<file path="src/rtl/fu_issue_port_if.sv">
// Controller <-> functional unit interface: instruction presentation towards the FU,
// unstallable result return from the FU.
interface fu_if #(
    parameter int INST_ID_BITS = 6,
    parameter int PRN_BITS     = 6,
    parameter int MAX_OPERANDS = 3
) ();
    logic                    inst_valid;
    logic [INST_ID_BITS-1:0] inst_id;
    logic [31:0]             inst;
    logic [63:0]             op      [MAX_OPERANDS];
    logic [PRN_BITS-1:0]     out_prn [MAX_OPERANDS];
    logic [63:0]             pc;

    logic                    fu_out_valid;
    logic [INST_ID_BITS-1:0] fu_out_inst_id;
    logic [PRN_BITS-1:0]     fu_out_prn        [MAX_OPERANDS];
    logic [63:0]             fu_out_data       [MAX_OPERANDS];
    logic                    fu_out_data_valid [MAX_OPERANDS];

    modport ctrl (
        output inst_valid, inst_id, inst, op, out_prn, pc,
        input  fu_out_valid, fu_out_inst_id, fu_out_prn, fu_out_data, fu_out_data_valid
    );

    modport fu (
        input  inst_valid, inst_id, inst, op, out_prn, pc,
        output fu_out_valid, fu_out_inst_id, fu_out_prn, fu_out_data, fu_out_data_valid
    );
endinterface

</file>
<file path="src/rtl/fu_issue_port.sv">
// Issue-side driver for one functional unit: credit-gated issue, one-cycle inst_valid
// pulse, and a show-ahead result FIFO draining to the writeback arbiter.
module fu_issue_port #(
    parameter int INST_ID_BITS = 6,
    parameter int PRN_BITS     = 6,
    parameter int MAX_OPERANDS = 3,
    parameter int RES_DEPTH    = 4
) (
    input  logic                    clk,
    input  logic                    rst,
    input  logic                    iss_valid,
    output logic                    iss_ready,
    input  logic [INST_ID_BITS-1:0] iss_inst_id,
    input  logic [31:0]             iss_inst,
    input  logic [63:0]             iss_op      [MAX_OPERANDS],
    input  logic [PRN_BITS-1:0]     iss_out_prn [MAX_OPERANDS],
    input  logic [63:0]             iss_pc,
    fu_if.ctrl                      fu,
    output logic                    wb_valid,
    input  logic                    wb_ready,
    output logic [INST_ID_BITS-1:0] wb_inst_id,
    output logic [PRN_BITS-1:0]     wb_prn        [MAX_OPERANDS],
    output logic [63:0]             wb_data       [MAX_OPERANDS],
    output logic                    wb_data_valid [MAX_OPERANDS],
    output logic                    ovf_err
);
    localparam int PTR_W = $clog2(RES_DEPTH);
    localparam int CNT_W = PTR_W + 1;
    localparam logic [CNT_W-1:0] DEPTH_CNT = CNT_W'(RES_DEPTH);

    logic [CNT_W-1:0]        reserved_reg, reserved_next;
    logic [CNT_W-1:0]        count_reg, count_next;
    logic [PTR_W-1:0]        wr_ptr_reg, rd_ptr_reg;
    logic                    ovf_err_reg;
    logic                    inst_valid_reg;
    logic [INST_ID_BITS-1:0] inst_id_reg;
    logic [31:0]             inst_reg;
    logic [63:0]             pc_reg;
    logic [INST_ID_BITS-1:0] id_mem [RES_DEPTH];

    logic iss_fire, wb_fire, fifo_full, push_ok, ovf_evt;

    // Credit check uses only the registered count: a pop frees a slot one cycle later.
    assign iss_ready = rst && (reserved_reg < DEPTH_CNT);
    assign iss_fire  = iss_valid && iss_ready;
    assign wb_valid  = (count_reg != '0);
    assign wb_fire   = wb_valid && wb_ready;
    assign fifo_full = (count_reg == DEPTH_CNT);
    assign push_ok   = fu.fu_out_valid && (!fifo_full || wb_fire);
    assign ovf_evt   = fu.fu_out_valid && fifo_full && !wb_fire;

    always_comb begin
        reserved_next = reserved_reg;
        case ({iss_fire, wb_fire})
            2'b10:   reserved_next = reserved_reg + 1'b1;
            2'b01:   reserved_next = reserved_reg - 1'b1;
            default: reserved_next = reserved_reg;
        endcase
    end

    always_comb begin
        count_next = count_reg;
        case ({push_ok, wb_fire})
            2'b10:   count_next = count_reg + 1'b1;
            2'b01:   count_next = count_reg - 1'b1;
            default: count_next = count_reg;
        endcase
    end

    always_ff @(posedge clk or negedge rst) begin
        if (!rst) begin
            reserved_reg   <= '0;
            count_reg      <= '0;
            wr_ptr_reg     <= '0;
            rd_ptr_reg     <= '0;
            ovf_err_reg    <= 1'b0;
            inst_valid_reg <= 1'b0;
            inst_id_reg    <= '0;
            inst_reg       <= '0;
            pc_reg         <= '0;
        end else begin
            reserved_reg   <= reserved_next;
            count_reg      <= count_next;
            inst_valid_reg <= iss_fire;
            if (push_ok) wr_ptr_reg <= wr_ptr_reg + 1'b1;
            if (wb_fire) rd_ptr_reg <= rd_ptr_reg + 1'b1;
            if (ovf_evt) ovf_err_reg <= 1'b1;
            if (iss_fire) begin
                inst_id_reg <= iss_inst_id;
                inst_reg    <= iss_inst;
                pc_reg      <= iss_pc;
            end
        end
    end

    // FIFO payload needs no reset: count_reg alone decides what is visible.
    always_ff @(posedge clk) begin
        if (push_ok) id_mem[wr_ptr_reg] <= fu.fu_out_inst_id;
    end

    assign wb_inst_id    = id_mem[rd_ptr_reg];
    assign ovf_err       = ovf_err_reg;
    assign fu.inst_valid = inst_valid_reg;
    assign fu.inst_id    = inst_id_reg;
    assign fu.inst       = inst_reg;
    assign fu.pc         = pc_reg;

    genvar gi;
    generate
        for (gi = 0; gi < MAX_OPERANDS; gi++) begin : g_slot
            logic [63:0]         op_reg;
            logic [PRN_BITS-1:0] out_prn_reg;
            logic [PRN_BITS-1:0] prn_mem  [RES_DEPTH];
            logic [63:0]         data_mem [RES_DEPTH];
            logic                dv_mem   [RES_DEPTH];

            always_ff @(posedge clk or negedge rst) begin
                if (!rst) begin
                    op_reg      <= '0;
                    out_prn_reg <= '0;
                end else if (iss_fire) begin
                    op_reg      <= iss_op[gi];
                    out_prn_reg <= iss_out_prn[gi];
                end
            end

            always_ff @(posedge clk) begin
                if (push_ok) begin
                    prn_mem[wr_ptr_reg]  <= fu.fu_out_prn[gi];
                    data_mem[wr_ptr_reg] <= fu.fu_out_data[gi];
                    dv_mem[wr_ptr_reg]   <= fu.fu_out_data_valid[gi];
                end
            end

            assign fu.op[gi]         = op_reg;
            assign fu.out_prn[gi]    = out_prn_reg;
            assign wb_prn[gi]        = prn_mem[rd_ptr_reg];
            assign wb_data[gi]       = data_mem[rd_ptr_reg];
            assign wb_data_valid[gi] = dv_mem[rd_ptr_reg];
        end
    endgenerate
endmodule

</file>
<file path="src/flat_wrapper.sv">
// flat-port wrapper written by rule: the top's interface ports become plain ports
module fu_issue_port_flat 
#(
    parameter int INST_ID_BITS = 6,
    parameter int PRN_BITS     = 6,
    parameter int MAX_OPERANDS = 3,
    parameter int RES_DEPTH    = 4
)
  (clk, rst, iss_valid, iss_ready, iss_inst_id, iss_inst, iss_op, iss_out_prn, iss_pc, wb_valid, wb_ready, wb_inst_id, wb_prn, wb_data, wb_data_valid, ovf_err, fu_inst_valid, fu_inst_id, fu_inst, fu_op, fu_out_prn, fu_pc, fu_fu_out_valid, fu_fu_out_inst_id, fu_fu_out_prn, fu_fu_out_data, fu_fu_out_data_valid);
  fu_if #(.INST_ID_BITS(INST_ID_BITS), .PRN_BITS(PRN_BITS), .MAX_OPERANDS(MAX_OPERANDS)) fu_i ();
  input  logic clk;
  input  logic rst;
  input  logic iss_valid;
  output logic iss_ready;
  input  logic [INST_ID_BITS-1:0] iss_inst_id;
  input  logic [31:0] iss_inst;
  input  logic [63:0] iss_op[MAX_OPERANDS];
  input  logic [PRN_BITS-1:0] iss_out_prn[MAX_OPERANDS];
  input  logic [63:0] iss_pc;
  output logic wb_valid;
  input  logic wb_ready;
  output logic [INST_ID_BITS-1:0] wb_inst_id;
  output logic [PRN_BITS-1:0] wb_prn[MAX_OPERANDS];
  output logic [63:0] wb_data[MAX_OPERANDS];
  output logic wb_data_valid[MAX_OPERANDS];
  output logic ovf_err;
  output wire logic [$bits(fu_i.inst_valid)-1:0] fu_inst_valid;
  output wire logic [$bits(fu_i.inst_id)-1:0] fu_inst_id;
  output wire logic [$bits(fu_i.inst)-1:0] fu_inst;
  output wire logic [$bits(fu_i.op)-1:0] fu_op;
  output wire logic [$bits(fu_i.out_prn)-1:0] fu_out_prn;
  output wire logic [$bits(fu_i.pc)-1:0] fu_pc;
  input wire logic [$bits(fu_i.fu_out_valid)-1:0] fu_fu_out_valid;
  input wire logic [$bits(fu_i.fu_out_inst_id)-1:0] fu_fu_out_inst_id;
  input wire logic [$bits(fu_i.fu_out_prn)-1:0] fu_fu_out_prn;
  input wire logic [$bits(fu_i.fu_out_data)-1:0] fu_fu_out_data;
  input wire logic [$bits(fu_i.fu_out_data_valid)-1:0] fu_fu_out_data_valid;
  assign fu_inst_valid = fu_i.inst_valid;
  assign fu_inst_id = fu_i.inst_id;
  assign fu_inst = fu_i.inst;
  assign fu_op = {>>{fu_i.op}};
  assign fu_out_prn = {>>{fu_i.out_prn}};
  assign fu_pc = fu_i.pc;
  assign fu_i.fu_out_valid = fu_fu_out_valid;
  assign fu_i.fu_out_inst_id = fu_fu_out_inst_id;
  assign fu_i.fu_out_prn = {>>{fu_fu_out_prn}};
  assign fu_i.fu_out_data = {>>{fu_fu_out_data}};
  assign fu_i.fu_out_data_valid = {>>{fu_fu_out_data_valid}};
  fu_issue_port #(.INST_ID_BITS(INST_ID_BITS), .PRN_BITS(PRN_BITS), .MAX_OPERANDS(MAX_OPERANDS), .RES_DEPTH(RES_DEPTH)) u_core (.clk(clk), .rst(rst), .iss_valid(iss_valid), .iss_ready(iss_ready), .iss_inst_id(iss_inst_id), .iss_inst(iss_inst), .iss_op(iss_op), .iss_out_prn(iss_out_prn), .iss_pc(iss_pc), .fu(fu_i), .wb_valid(wb_valid), .wb_ready(wb_ready), .wb_inst_id(wb_inst_id), .wb_prn(wb_prn), .wb_data(wb_data), .wb_data_valid(wb_data_valid), .ovf_err(ovf_err));
endmodule
</file>
<file path="config.mk">
export PLATFORM = sky130hd
export DESIGN_NAME = fu_issue_port_flat
export DESIGN_NICKNAME = d
export VERILOG_FILES = /design/src/rtl/fu_issue_port_if.sv /design/src/rtl/fu_issue_port.sv /design/src/flat_wrapper.sv
export SDC_FILE = /design/constraint.sdc
export NUM_CORES = 1
export LEC_CHECK = 0
export CORE_AREA = 2 2 418 420
export DETAILED_ROUTE_END_ITERATION = 8
export DIE_AREA = 0 0 420 422
export HOLD_SLACK_MARGIN = 0.06
export PLACE_DENSITY_LB_ADDON = 0.25
export SYNTH_ARGS = -nofsm -noshare
export SYNTH_HDL_FRONTEND = slang
export SYNTH_SLANG_ARGS = --single-unit
</file>
<file path="constraint.sdc">
create_clock -name clk -period 8.75 [get_ports clk]
set_input_delay 1.75 -clock clk [delete_from_list [all_inputs] [get_ports clk]]
set_output_delay 1.75 -clock clk [all_outputs]
set_load 0.005 [all_outputs]
</file>
==> reports/qor.txt, run 1 <==
Cell Area, Synth - 43,900 sq um
Post-synth top area cell - edfxtp_1
Largest net degree at the start of global routing - 148
TritonCTS Buffers - 140
LEAKAGE - 0.0212 uW
Reg2reg start - u_core.count_reg[2]
Cts repair resizes - 0
WS Path Type - flop to primary output
Placer congestion estimate - 0.818
Actual slew at the worst max-slew pin - 1.17 ns
Worst Hold Slack - 0.482 ns
RSZ-0062 raised after global routing - false
Remaining DRCs - 0
Worst Reg-to-Reg Cells - 4
Sink Count - 1,200
Routed WL - 140 mm
Synth-to-Final Area Change - 40.9%
Post-synthesis sequential area ratio - 0.784
Synth cell types - 35
DRT iter0 DRCs - 1,301
Final setup fails - 0
Fin. Hold Viols - 0
Total track usage - 0.155
Crit path time final - 5.33 ns
Dpl hpwl - 98.5 mm
Max Cap Viol - 0
VDD IR max - 0.366 mV
DR WL met2 - 76.2 mm
Status - complete, no violations
Setup Skew - 0.0206 ns
Max FO, Critical Path - 100
Die Wd - 420 um
Synth Instances - 1,867
Net count, final - 3,561
CTS H-tree lvls - 4
Worst slew margin - 0.218
# port buffers - 1,070
Die H - 422 um
Via count - 23,187
Number of flip-flops in the largest register - 768
Share of cells above drive strength 1 - 0.247
Worst-Skew Late Latency - 0.77 ns
Crit path launch - u_core.rd_ptr_reg[0]
Setup TNS - 0 ns
Hold_buf cts - 0
Crit path DAT - 3.58 ns
Post-route clock period utilization - 0.609
Filler instances - 16,216
Postcts setup bufs - 0
Syn Area/Cell - 23.5 sq um
Fmax - 188 MHz
GR Overflow Total - 0
Final slew viol count - 0
Critical Path Sink Type - primary output
Initial Util - 0.254
Main area contributors after synthesis - edfxtp_1 60%, dfrtp_1 18%, mux4_2 11%, mux2_2 8.0%, buf_6 0.54%
Top cell type's share of synthesized area - 0.599
Clk root buf - clkbuf_16
Initial antenna violation count - 83
Reg2reg end - u_core.g_slot[1].data_mem[0][11]
Most frequent cells in the layout - 1,069 x clkdlybuf4s50_1, 876 x edfxtp_1, 322 x dfrtp_1
First-pass GRT wire length - 193 mm
Critical Path Start Type - flop
Power Total - 21,600 uW
Synthesis-stage register bit count - 1,200
CTS tree - done
Routed wl met3 - 13.8 mm
Worst Hold Class - flop to flop
Row cnt - 153
Flop-to-flop setup slack - 5.86 ns
Syn nets - 2,410
# IOs - 1,071
Synth Warn # - 0
Drt pass-1 iters - 5
Pwr Density - 350 nW/um^2
Most common cell after layout, fill and taps aside - clkdlybuf4s50_1
Clock Tree Buf Depth - 3
Met1 wire length - 46.3 mm
WL/cell - 25.6 um
Core box area - 173,000 sq um
Vias in the first global route - 24,846
Vias per inst - 4.24
Clk pin slew, worst setup/hold paths - 0.06 ns
Uppermost layer routed - met5
Critical Path RT - 7.00 ns
WHS Path Cells - 1
DIE AREA - 177,000 sq um
Setup crit end - wb_data[88]
Antenna-violating nets left - 0
[routing by layer]
layer  vias to the layer above  track usage
li1                       9927            -
met1                     12012        0.152
met2                       931        0.288
met3                       309       0.0688
met4                         8       0.0489
met5                         -            0
[worst min-delay path by stage]
stage	start	slack (ns)	to
2_1_floorplan	u_core.reserved_reg[2]	0.46	u_core.reserved_reg[2]
3_3_place_gp	u_core.reserved_reg[2]	0.47	u_core.reserved_reg[2]
3_5_place_dp	u_core.reserved_reg[2]	0.48	u_core.reserved_reg[2]
4_1_cts	u_core.reserved_reg[2]	0.49	u_core.reserved_reg[2]
5_1_grt	u_core.ovf_err	0.49	u_core.ovf_err
6_report	u_core.ovf_err	0.48	u_core.ovf_err
[critical path, stage by stage, from the launching register on]
cell and delay [ns]:
dfrtp_4 0.82, buf_12 0.68, mux4_2 0.60, clkdlybuf4s50_1 0.51
[Yosys cell counts, drive strengths merged]
cell type and instances:
edfxtp 876, o32ai 1, o21bai 1, dfrtp 324
and2 4, nand3 1, ha 5, xnor2 4
o21a 1, clkbuf 2, xor2 4, or3 1
or3b 1, nor2b 1, o22a 1, a22oi 1
nor2 3, buf 83, nand3b 2, nand2b 2
mux2 314, nand2 2, o21ba 1, and3 1
inv 5, o211ai 3, fa 2, o31a 1
mux4 219, o21ai 1
[per-stage QoR]
step / setup WS (ns) / area, sq um / util / instances
2_1_floorplan: 3.52 / 43900 / - / 1867
3_3_place_gp: 4.07 / 57200 / 0.331 / 5201
3_5_place_dp: 4.02 / 57200 / 0.331 / 5201
4_1_cts: 3.20 / 61800 / 0.357 / 5458
5_1_grt: 3.11 / 61800 / 0.358 / 5468
6_report: 3.42 / 61800 / 0.358 / 5468
[power by group]
group / internal, uW / switching (uW)
clock network: 3410 / 2370
logic: 4300 / 3100
registers: 7790 / 646
total: 15500 / 6120
[layout make-up]
type / instances / area (sq um) / share of cell area
Inverter: 5 / 26.3 / 0.000425
Antenna cell: 10 / 25.0 / 0.000405
Timing Repair Buffer: 1094 / 11000 / 0.178
Clock inverter: 75 / 787 / 0.0127
Tap cell: 2325 / 2910 / 0.0471
Multi-Input combinational cell: 577 / 8860 / 0.143
Sequential cell: 1200 / 34400 / 0.557
Clock buffer: 182 / 3770 / 0.0610
[kinds of logic (layout without fill, tap and decap cells)]
group,count (synthesis),in the layout,synth area share
compound gates,11,11,0.00217
simple gates,18,18,0.00257
mux,533,533,0.193
fa+ha+maj,7,7,0.00234
xor+xnor,8,8,0.00160
other cells,0,10,0
buf+inv,90,1356,0.0141
flops,1200,1200,0.784
(Power assumes the default switching activity.)
==> inputs of run 2 (changes only) <==
- clock period: 8.75 -> 5.38 ns (I/O delays scaled with it)
==> reports/qor.txt, run 2 (same netlist as run 1, synthesis figures left out) <==
Status - complete, no violations (unchanged)
WS Path Type - flop to primary output (unchanged)
# port buffers - 1,070 (unchanged)
LEAKAGE - 0.0214 uW (was 0.0212 uW)
Remaining DRCs - 0 (unchanged)
Filler instances - 16,226 (was 16,216)
Worst slew margin - 0.335 (was 0.218)
RSZ-0062 raised after global routing - false (unchanged)
Fin. Hold Viols - 0 (unchanged)
Setup Skew - 0.0349 ns (was 0.0206 ns)
Area after DPL - 57,700 sq um (was 57,200 sq um)
Postcts setup bufs - 0 (unchanged)
Largest net degree at the start of global routing - 135 (was 148)
Share of cells above drive strength 1 - 0.254 (was 0.247)
Worst-Skew Late Latency - 0.79 ns (was 0.77 ns)
DIE AREA - 177,000 sq um (unchanged)
Core box area - 173,000 sq um (unchanged)
Final slew viol count - 0 (unchanged)
Multi-input logic area - 8860 sq um (unchanged)
Row cnt - 153 (unchanged)
Clock Tree Buf Depth - 3 (unchanged)
Worst Hold Class - primary input to asynchronous set/reset pin (was flop to flop)
WL/cell - 26.1 um (was 25.6 um)
Total track usage - 0.160 (was 0.155)
Pre-CTS WS - 1.64 ns (was 4.02 ns)
Cts repair resizes - 0 (unchanged)
TritonCTS Buffers - 138 (was 140)
GR Overflow Total - 0 (unchanged)
Critical Path Sink Type - primary output (unchanged)
Core Util, Final - 0.360 (was 0.358)
CTS tree - done (unchanged)
CTS H-tree lvls - 4 (unchanged)
VDD IR max - 0.326 mV (was 0.366 mV)
Via count - 23,523 (was 23,187)
Vias per inst - 4.27 (was 4.24)
Pwr Density - 567 nW/um^2 (was 350 nW/um^2)
Placed insts - 5,237 (was 5,201)
Antenna-violating nets left - 0 (unchanged)
Die Wd - 420 um (unchanged)
Crit path time final - 4.37 ns
Sequential Area - 34,400 sq um (unchanged)
Max FO, Critical Path - 38 (was 100)
DRT iter0 DRCs - 1,290 (was 1,301)
# IOs - 1,071 (unchanged)
Slowest cell on crit path - dfrtp_4 (unchanged)
Crit path DAT - 3.29 ns (was 3.58 ns)
Hold_buf cts - 0 (unchanged)
Clk root buf - clkbuf_16 (unchanged)
Initial antenna violation count - 91 (was 83)
First-pass GRT wire length - 199 mm (was 193 mm)
Clk pin slew, worst setup/hold paths - 0.06 ns (about the same)
Top delay family on crit path - flip-flops (was buffers and inverters)
Initial Util - 0.254 (unchanged)
CP max stage delay - 0.95 ns (was 0.82 ns)
CP Buf/Inv Count - 2 (unchanged)
Setup TNS - 0 ns (unchanged)
Routed WL - 144 mm (was 140 mm)
Final setup margin - 1.01 ns (was 3.42 ns)
Fmax - 229 MHz
Dpl hpwl - 104 mm (was 98.5 mm)
Finished Cell Area - 62,200 sq um (was 61,800 sq um)
Max Cap Viol - 0 (unchanged)
Synth-to-Final Area Change - 41.7% (was 40.9%)
Sink Count - 1,200 (unchanged)
Most frequent cells in the layout - 1,069 x clkdlybuf4s50_1, 876 x edfxtp_1, 322 x dfrtp_1 (unchanged)
Die H - 422 um (unchanged)
Post-route clock period utilization - 0.812
Final Non-Filler Cells - 5,504 (was 5,468)
Critical Path RT - 4.30 ns (was 7.00 ns)
Vias in the first global route - 25,168 (was 24,846)
Most common cell after layout, fill and taps aside - clkdlybuf4s50_1 (unchanged)
Net count, final - 3,595 (was 3,561)
Actual slew at the worst max-slew pin - 0.998 ns (was 1.17 ns)
Placer congestion estimate - 0.822 (was 0.818)
Crit-path cells - buf_12 > mux4_2 > clkdlybuf4s50_1 (unchanged)
Final setup fails - 0 (unchanged)
Critical Path Start Type - flop (unchanged)
Number of flip-flops in the largest register - 768 (unchanged)
Drt pass-1 iters - 5 (unchanged)
run 2: cell count changes in the layout (fill, tap and decap cells not counted), sizes merged:
| cell | previous run | this run |
|---|---|---|
| inv | 14 | 11 |
| diode | 10 | 14 |
| clkinv | 50 | 45 |
| clkbuf | 182 | 191 |
| bufinv | 12 | 8 |
| clkinvlp | 4 | 3 |
| buf | 25 | 61 |
run 2: report_power, final:
group / internal (uW) / switching (uW) / leakage, uW
Sequential: 12600 / 1120 / 0.0118
Clock: 5420 / 3840 / 0.00218
Combinational: 7180 / 5040 / 0.00732
run 2: cell type report:
type | instances | area share
flip-flops and latches | 1200 | 0.553
inverters | 5 | 0.000422
multi-input cells | 577 | 0.142
diodes | 14 | 0.000563
well taps | 2325 | 0.0468
clock inverters | 62 | 0.0103
repair buffers | 1130 | 0.184
clock buffers | 191 | 0.0619
run 2: stage by stage:
stage	hold WS (ns)	power, uW
after floorplan	0.461	18700
after global placement	0.478	26500
after detailed placement	0.470	26400
after global routing	0.155	37000
after CTS	0.121	35900
final	0.195	35200
run 2: final timing paths:
kind	from	endpoint	cells after the start	slack, ns
max in group asynchronous	rst	u_core.g_slot[2].op_reg[3]	3	3.43
min reg2reg	u_core.reserved_reg[2]	u_core.reserved_reg[2]	1	0.49
min	rst	u_core.g_slot[1].op_reg[2]	1	0.20
max	u_core.rd_ptr_reg[0]	wb_data[172]	3	1.01
min in group clk	u_core.reserved_reg[2]	u_core.reserved_reg[2]	1	0.49
max reg2reg	u_core.count_reg[2]	u_core.g_slot[1].data_mem[0][27]	4	2.97
run 2: layer usage:
metal  routed length (um)  GRT usage  vias up
li1                     -          -     9998
met1                49200      0.166    12208
met2                76500      0.290      978
met3                13900     0.0681      329
met4                 4070     0.0466       10
met5                   53          0        -
==> inputs of run 3 (changes only) <==
- clock period: 5.38 -> 4.3 ns (I/O delays scaled with it)
==> reports/qor.txt, run 3 (same netlist as run 1, synthesis figures left out) <==
Final setup margin - 0.362 ns (was 1.01 ns)
WS Path Type - flop to primary output (unchanged)
Crit path time final - 3.94 ns
Clock share of power - 0.261 (was 0.263)
Actual slew at the worst max-slew pin - 1.01 ns (was 0.998 ns)
WL/cell - 26.1 um (about the same)
Status - complete, no violations (unchanged)
Core box area - 173,000 sq um (unchanged)
Post-route clock period utilization - 0.916
Worst Hold Class - primary input to asynchronous set/reset pin (unchanged)
Die H - 422 um (unchanged)
Remaining DRCs - 0 (unchanged)
LEAKAGE - 0.0214 uW (about the same)
Finished Cell Area - 62,300 sq um (was 62,200 sq um)
Area after DPL - 57,800 sq um (was 57,700 sq um)
Max Cap Viol - 0 (unchanged)
Initial antenna violation count - 85 (was 91)
Most common cell after layout, fill and taps aside - clkdlybuf4s50_1 (unchanged)
Share of total power in combinational logic - 0.351 (was 0.347)
Drt pass-1 iters - 4 (was 5)
Sink Count - 1,200 (unchanged)
Final setup fails - 0 (unchanged)
Row cnt - 153 (unchanged)
Vias in the first global route - 25,330 (was 25,168)
Worst-Skew Late Latency - 0.78 ns (was 0.79 ns)
Critical Path Sink Type - primary output (unchanged)
Antenna-violating nets left - 0 (unchanged)
Postcts setup bufs - 0 (unchanged)
Via count - 23,574 (was 23,523)
DRT iter0 DRCs - 1,296 (was 1,290)
Most frequent cells in the layout - 1,069 x clkdlybuf4s50_1, 876 x edfxtp_1, 322 x dfrtp_1 (unchanged)
Die Wd - 420 um (unchanged)
Dpl hpwl - 105 mm (was 104 mm)
DIE AREA - 177,000 sq um (unchanged)
Pwr Density - 709 nW/um^2 (was 567 nW/um^2)
Pre-CTS WS - 1.03 ns (was 1.64 ns)
Clk root buf - clkbuf_16 (unchanged)
Sequential group share of total power - 0.388 (was 0.391)
Largest net degree at the start of global routing - 153 (was 135)
Filler instances - 16,243 (was 16,226)
Hold_buf cts - 1 (was 0)
Cts repair resizes - 0 (unchanged)
Synth-to-Final Area Change - 42.0% (was 41.7%)
Worst slew margin - 0.330 (was 0.335)
Max FO, Critical Path - 31 (was 38)
Clk pin slew, worst setup/hold paths - 0.06 ns (about the same)
Internal - 31,600 uW (was 25,200 uW)
Fin. Hold Viols - 0 (unchanged)
RSZ-0062 raised after global routing - false (unchanged)
Final slew viol count - 0 (unchanged)
Initial Util - 0.254 (unchanged)
First-pass GRT wire length - 199 mm (about the same)
Switching share of power - 0.285 (was 0.284)
# IOs - 1,071 (unchanged)
CTS H-tree lvls - 4 (unchanged)
Number of flip-flops in the largest register - 768 (unchanged)
# port buffers - 1,070 (unchanged)
TritonCTS Buffers - 139 (was 138)
Routed WL - 144 mm (about the same)
Crit path DAT - 3.08 ns (was 3.29 ns)
Fmax - 254 MHz
Vias per inst - 4.28 (was 4.27)
Worst Hold Slack - 0.478 ns (was 0.195 ns)
VDD IR max - 0.378 mV (was 0.326 mV)
NetSw - 12,600 uW (was 10,000 uW)
Share of cells above drive strength 1 - 0.259 (was 0.254)
Net count, final - 3,608 (was 3,595)
Placer congestion estimate - 0.818 (was 0.822)
Setup Skew - 0.0362 ns (was 0.0349 ns)
GR Overflow Total - 0 (unchanged)
Total track usage - 0.160 (about the same)
CTS tree - done (unchanged)
Critical Path RT - 3.44 ns (was 4.30 ns)
Clock Tree Buf Depth - 3 (unchanged)
Critical Path Start Type - flop (unchanged)
==> run 3: path summary, 6_finish.rpt <==
check	from	endpoint	slack, ns	cells past startpoint
worst max-delay path	u_core.rd_ptr_reg[1]	wb_data[66]	0.36	3
worst min register to register	u_core.ovf_err	u_core.ovf_err	0.48	1
min in group clk	u_core.ovf_err	u_core.ovf_err	0.48	1
worst min-delay path	rst	u_core.g_slot[2].op_reg[57]	0.48	2
worst max register to register	u_core.count_reg[0]	u_core.g_slot[1].data_mem[1][12]	2.08	4
max in group asynchronous	rst	u_core.fu.pc[60]	1.99	4
==> run 3: layer usage <==
metal	GRT usage	part of all wire
met3	0.0637	0.086
met5	0	0.00036
met2	0.296	0.54
met4	0.0583	0.035
met1	0.159	0.33
==> run 3: through the flow <==
step	util	TNS, ns	total power (uW)	instances
after detailed placement	0.334	0	33200	5248
after floorplan	-	-37.78	23400	1867
after global placement	0.334	0	33200	5248
final	0.361	0	44200	5512
after CTS	0.360	0	45100	5498
after global routing	0.361	0	46400	5511
==> run 3: critical path: stages, from the launching register on <==
cell	delay (ns)
dfrtp_4	0.77
buf_4	0.53
mux4_2	0.43
clkdlybuf4s50_1	0.50
==> run 3: power groups by stage <==
stage | clock [uW] | combinational [uW] | sequential [uW]
floorplan | 0 | 6090 | 17300
global placement | 0 | 15900 | 17300
detailed placement | 0 | 15800 | 17400
CTS | 11900 | 15900 | 17200
global route | 12400 | 16500 | 17500
finish | 11500 | 15500 | 17200
==> run 3: cell type report <==
cell class                 instances  area (sq um)  area share
antenna                           14          35.0    0.000562
clock buffer                     184          3790      0.0608
clock inverter                    65           673      0.0108
inverter                           5          26.3    0.000422
multi-input combinational        577          8860       0.142
sequential                      1200         34400       0.552
tap                             2325          2910      0.0467
timing repair buffer            1142         11600       0.186
